File: src/rtl/cpu_pkg.sv
// Shared CPU constants: fetch address/instruction widths, reset PC, fetch queue depth.
// Latency: n/a (package only).
// Backpressure: n/a.
package cpu_pkg;

   localparam int          CPU_A_WIDTH      = 8;
   localparam int          CPU_D_WIDTH      = 32;
   localparam int unsigned CPU_RESET_PC     = 0;
   // Output queue depth. The fetch credit check and the skid FIFO are sized to this.
   localparam int          FETCH_FIFO_DEPTH = 2;

endpackage

File: src/rtl/fetch_skid_fifo.sv
// Two-entry in-order skid FIFO holding {pc, instr} between memory response and decode.
// Latency: a push is visible at the head on the cycle after it is written.
// Backpressure: none internal; the producer's credit check keeps pushes within capacity.
// Ports: clk/rst (sync active-high), i_flush drops all entries, i_push/i_dat write,
//        i_pop removes the head, o_dat is the head entry, o_count is occupancy 0..2.
module fetch_skid_fifo #(
   parameter int W = 40
) (
   input  logic         clk,
   input  logic         rst,
   input  logic         i_flush,
   input  logic         i_push,
   input  logic [W-1:0] i_dat,
   input  logic         i_pop,
   output logic [W-1:0] o_dat,
   output logic [1:0]   o_count
);

   logic [W-1:0] r_e0;   // head
   logic [W-1:0] r_e1;   // second entry
   logic [1:0]   r_cnt;
   logic         w_pop;
   logic         w_push;

   // Popping an empty queue is ignored; a push into a full queue is accepted only
   // together with a pop.
   assign w_pop  = i_pop && (r_cnt != 2'd0);
   assign w_push = i_push && ((r_cnt != 2'd2) || w_pop);

   always_ff @(posedge clk) begin
      if (rst) begin
         r_cnt <= 2'd0;
         r_e0  <= '0;
         r_e1  <= '0;
      end else if (i_flush) begin
         r_cnt <= 2'd0;
      end else begin
         case ({w_push, w_pop})
            2'b10: begin
               if (r_cnt == 2'd0) r_e0 <= i_dat;
               else               r_e1 <= i_dat;
               r_cnt <= r_cnt + 2'd1;
            end
            2'b01: begin
               r_e0  <= r_e1;
               r_cnt <= r_cnt - 2'd1;
            end
            2'b11: begin
               // Count is unchanged; the new word lands behind whatever remains.
               if (r_cnt == 2'd1) begin
                  r_e0 <= i_dat;
               end else begin
                  r_e0 <= r_e1;
                  r_e1 <= i_dat;
               end
            end
            default: ;
         endcase
      end
   end

   assign o_dat   = r_e0;
   assign o_count = r_cnt;

endmodule

File: src/rtl/ifu_fetch.sv
// Instruction fetch: owns the PC, issues one word-address per cycle to a 1-cycle memory.
// Latency: issue in cycle N, data captured N+1, presented to decode N+2.
// Backpressure: decode valid/ready; issue is credit-limited so at most 2 words queue up.
// Ports: clk/rst (sync active-high); redirect_valid/redirect_pc load a new PC and flush;
//        mem_addr/mem_data talk to instruction memory; instr_valid/instr_ready/instr/instr_pc
//        form the decode handshake.
module ifu_fetch
   import cpu_pkg::*;
#(
   parameter int          A_WIDTH  = CPU_A_WIDTH,
   parameter int          D_WIDTH  = CPU_D_WIDTH,
   parameter int unsigned RESET_PC = CPU_RESET_PC
) (
   input  logic               clk,
   input  logic               rst,
   input  logic               redirect_valid,
   input  logic [A_WIDTH-1:0] redirect_pc,
   output logic [A_WIDTH-1:0] mem_addr,
   input  logic [D_WIDTH-1:0] mem_data,
   output logic               instr_valid,
   input  logic               instr_ready,
   output logic [D_WIDTH-1:0] instr,
   output logic [A_WIDTH-1:0] instr_pc
);

   logic [A_WIDTH-1:0]         r_pc;
   logic                       r_inflight;
   logic [A_WIDTH-1:0]         r_inflight_pc;

   logic [1:0]                 w_cnt;
   logic                       w_pop;
   logic                       w_issue;
   logic [2:0]                 w_occ;
   logic [A_WIDTH+D_WIDTH-1:0] w_head;

   assign mem_addr    = r_pc;
   assign instr_valid = (w_cnt != 2'd0);
   assign w_pop       = instr_valid && instr_ready;

   // Credit: queued words plus the one in flight, less the one leaving this cycle,
   // must stay below the queue depth so the response always has a slot next cycle.
   assign w_occ   = {1'b0, w_cnt} + {2'b00, r_inflight};
   assign w_issue = !rst && !redirect_valid &&
                    (w_occ < (3'(FETCH_FIFO_DEPTH) + {2'b00, w_pop}));

   always_ff @(posedge clk) begin
      if (rst) begin
         r_pc          <= A_WIDTH'(RESET_PC);
         r_inflight    <= 1'b0;
         r_inflight_pc <= '0;
      end else if (redirect_valid) begin
         // The response for any outstanding request is dropped by clearing the flag.
         r_pc       <= redirect_pc;
         r_inflight <= 1'b0;
      end else begin
         r_inflight <= w_issue;
         if (w_issue) begin
            r_inflight_pc <= r_pc;
            r_pc          <= r_pc + 1'b1;
         end
      end
   end

   // Flush takes priority over the push of an in-flight response inside the FIFO.
   fetch_skid_fifo #(
      .W (A_WIDTH + D_WIDTH)
   ) u_fifo (
      .clk     (clk),
      .rst     (rst),
      .i_flush (redirect_valid),
      .i_push  (r_inflight),
      .i_dat   ({r_inflight_pc, mem_data}),
      .i_pop   (w_pop),
      .o_dat   (w_head),
      .o_count (w_cnt)
   );

   assign instr_pc = w_head[A_WIDTH+D_WIDTH-1:D_WIDTH];
   assign instr    = w_head[D_WIDTH-1:0];

endmodule
File: config.mk
export PLATFORM = sky130hd
export DESIGN_NAME = ifu_fetch
export DESIGN_NICKNAME = d
export VERILOG_FILES = /design/src/rtl/cpu_pkg.sv /design/src/rtl/fetch_skid_fifo.sv /design/src/rtl/ifu_fetch.sv
export SDC_FILE = /design/constraint.sdc
export NUM_CORES = 1
export LEC_CHECK = 0
export ABC_AREA = 1
export BUFFER_PORTS_ARGS = -buffer_cell sky130_fd_sc_hd__buf_4
export CAP_MARGIN = 20
export CELL_PAD_IN_SITES_DETAIL_PLACEMENT = 2
export CELL_PAD_IN_SITES_GLOBAL_PLACEMENT = 2
export CORE_AREA = 2 2 136 138
export CTS_CLUSTER_DIAMETER = 200
export DETAILED_ROUTE_END_ITERATION = 8
export DIE_AREA = 0 0 138 140
export PLACE_DENSITY = 0.76
export SYNTH_ARGS = -nofsm -noshare
export SYNTH_HDL_FRONTEND = slang
export SYNTH_SLANG_ARGS = --single-unit
File: constraint.sdc
create_clock -name clk -period 1.5 [get_ports clk]
set_clock_uncertainty 0.05 [all_clocks]
set_input_delay 0.3 -clock clk [delete_from_list [all_inputs] [get_ports clk]]
set_output_delay 0.3 -clock clk [all_outputs]
set_load 0.03 [all_outputs]
==> run_results.csv <==
group,metric,value,unit
timing,setup_viol,100,
global_route,grt_pass1_wl,30.2,mm
cells_and_area,final-seq-area,1990,sq um
floorplanning,start_util,0.258,
cells_and_area,utilization,0.426,
setup_path,start_kind,"register",
timing,final_max_slew_viol_count,0,
floorplanning,die_area,19300,sq um
place,hpwlAfterDp,11.6,mm
logic_synthesis,synthDistinctLibCells,24,
min_path,hp-class,"in -> reg",
timing,worst_slew_pin_slew,0.254,ns
clocking,clkTransAtPathRegs,0.07,ns
routing,wl,24.0,mm
cells_and_area,multi_input_area,2850,sq um
floorplanning,die_x,138,microns
timing,rsz0062_at_grt,"true",
timing,report.final.hold_viol_count,0,
clocking,ctsLongestPathBuffers,2,
routing,ant_nets,0,
cells_and_area,drive_gt1_frac,0.394,
power_and_ir_drop,powerDensity,964,nW/um^2
place,port_buffers,92,
setup_path,crit_path_top_delay_cell,"dfxtp_4",
logic_synthesis,synth_warnings,0,
logic_synthesis,ys_seq_area_frac,0.432,
setup_path,critPathKind,"reg -> reg",
routing,drc_errors,0,
clocking,clkLatencyLatePin,0.36,ns
setup_path,crit_arrival,2.06,ns
cells_and_area,final.fill_count,1957,
cells_and_area,final-instance-count-excl-fill,1091,
place,place.gp.congestion,0.764,
clocking,cts_buffers,9,
floorplanning,io_pins,93,
setup_path,crit_chain,"inv_4 -> ha_4 -> nor2_4 -> nand2_2 -> nand2_2 -> nand2_2 -> nor2_4 -> buf_6 -> buf_16 -> nor2_1 -> nor2_1",
global_route,first_global_vias,5686,
routing,drt_pre_antenna_iters,4,
global_route,antenna_found_initial,0,
clocking,cts.sinks,99,
global_route,grt_use_total,0.195,
logic_synthesis,netlist_top_cells_area,"dfxtp_1 43%, nand2_1 17%, nor2_1 14%",
setup_path,cpPeakStageDelay,0.38,ns
place,dp_cells,1037,
setup_path,cp_max_fo,5,
clocking,cts_tree,"done",
timing,slew_headroom,0.829,
routing,vias,5368,
clocking,clock-root-buffer,"clkbuf_16",
cells_and_area,diodes,0,
logic_synthesis,synth_top_cell_by_area,"dfxtp_1",
routing,drt_iter0_drc,199,
timing,finalCritPeriodShare,1.22,
power_and_ir_drop,power_leakage,3.60,nW
logic_synthesis,syn_inst,715,
timing,timing.final.ws_setup,-0.335,ns
cells_and_area,area_growth,65.3,%
logic_synthesis,syn_area_per_cell,6.42,sq um
clocking,cts-htree-levels,3,
power_and_ir_drop,irDropWorstVdd,0.000542,V
timing,timing.fmax,0.545,GHz
floorplanning,core,17800,sq um
power_and_ir_drop,totalPowerFinal,0.00731,W
logic_synthesis,yosysTopAreaCellShare,0.432,
run,cap_viol_max_count,0,
floorplanning,placementRows,49,
setup_path,crit_top_cell,"nand2_2",
routing,wire_per_inst,22.0,microns
timing,period_minus_slack,1.83,ns
floorplanning,die_y,140,microns
clocking,holdBufCountCts,0,
routing,vias_per_cell,4.92,
outcome,violations,"negative setup slack",
setup_path,endpoint_kind,"register",
cells_and_area,nets,908,
setup_path,required,1.72,ns
logic_synthesis,synth_fp_nets,765,
global_route,grt-ovfl-total,0,
global_route,grt_max_degree,41,
logic_synthesis,synth.cell_area,4590,sq um
outcome,status,"finished, violations left",
logic_synthesis,yosys_register_bits,99,
## Yosys cell counts (all sizes together)
master  instances
a21oi          13
ha              6
o21ai          51
nand2         205
a31oi           1
o21bai          1
buf            21
nand4           1
clkbuf         22
nor2          174
a211oi          2
xnor2           1
inv            60
nand3          57
dfxtp          99
nor3b           1
## layer usage
layer  wire, microns  vias up  track usage
met5               0        -            0
met4             519        0       0.0650
met3             626       38       0.0229
met2           13100      122        0.369
met1            9760     2714        0.228
li1                -     2494            -
## area by class of cell
class	count	area share
inverters	60	0.0330
multi-input cells	513	0.376
well taps	229	0.0378
clock buffers	14	0.0361
flip-flops and latches	99	0.263
clock inverters	1	0.000990
repair buffers	175	0.254
## placed cells by master (no fill, tap or decap), types with 2 or more instances in the layout
master,n
nand2_1,141
nor2_1,125
buf_4,125
dfxtp_1,96
inv_1,52
nand3_1,50
nand2_2,44
nor2_2,36
o21ai_0,35
clkbuf_16,20
nand2_4,16
buf_6,14
buf_12,14
nor2_4,13
o21ai_1,11
a21oi_2,7
buf_16,7
a21oi_1,5
ha_4,5
nand2_8,4
o21ai_2,4
nand3_2,4
inv_4,3
nand3_4,3
clkbuf_8,3
buf_8,3
inv_6,2
inv_2,2
a211oi_2,2
clkbuf_1,2
dfxtp_4,2
## worst max-delay path, delay by kind of cell (launching register included)
kind          cells  cell delay (ns)
fa+ha+maj         1             0.20
buf+inv           3             0.37
simple gates      7             0.74
flops             1             0.38
## worst paths after layout
path	slack (ns)	startpoint	to	depth (start not counted)
setup reg to reg	-0.33	u_fifo.o_count[1]	u_fifo.r_e1[9]	11
setup / recovery	-0.33	u_fifo.o_count[1]	u_fifo.r_e1[9]	11
hold reg to reg	0.43	u_fifo.r_e1[35]	u_fifo.r_e1[35]	2
hold / removal	0.20	redirect_pc[7]	mem_addr[7]	5
## sequential cells by signal, indices dropped and copies added (netlist names)
register / flops
u_fifo.o_dat: 40
r_inflight_pc: 8
u_fifo.r_e1: 40
r_inflight: 1
mem_addr: 8
u_fifo.o_count: 2
## what timing repair did
item / 4_1_cts / 5_1_grt
pin swaps: 10 / 51
setup endpoints to repair: 98 / 100
buffers inserted: 10 / 9
resized for setup: 78 / 161
gates cloned: 8 / 14
endpoints found under the hold margin: 0 / 0
## report_power, final
group / internal [W] / switching (W)
Combinational: 0.000850 / 0.00117
Sequential: 0.00281 / 0.000136
Clock: 0.00126 / 0.00108
## stage by stage
stage,instance area [sq um],hold slack (ns),worst slack (ns),TNS (ns)
after global routing,7580,0.229,-0.403,-30.28
after global placement,5830,0.413,-0.158,-6.34
after CTS,6650,0.196,-0.174,-11.98
after floorplan,4630,0.394,-0.00383,-0.152
final,7580,0.196,-0.335,-24.41
after detailed placement,5830,0.419,-0.299,-17.52
## logic make-up (layout without fill, tap and decap cells)
| family | count (synthesis) | after routing | share of synthesized area |
|---|---|---|---|
| AOI/OAI and AO/OA | 68 | 68 | 0.0769 |
| adders and majority gates | 6 | 6 | 0.0164 |
| DFF | 99 | 99 | 0.432 |
| and+or+nand+nor | 438 | 438 | 0.380 |
| xor gates and xnor gates | 1 | 1 | 0.00191 |
| buffers and inverters | 103 | 250 | 0.0930 |
(Power assumes the default switching activity.)
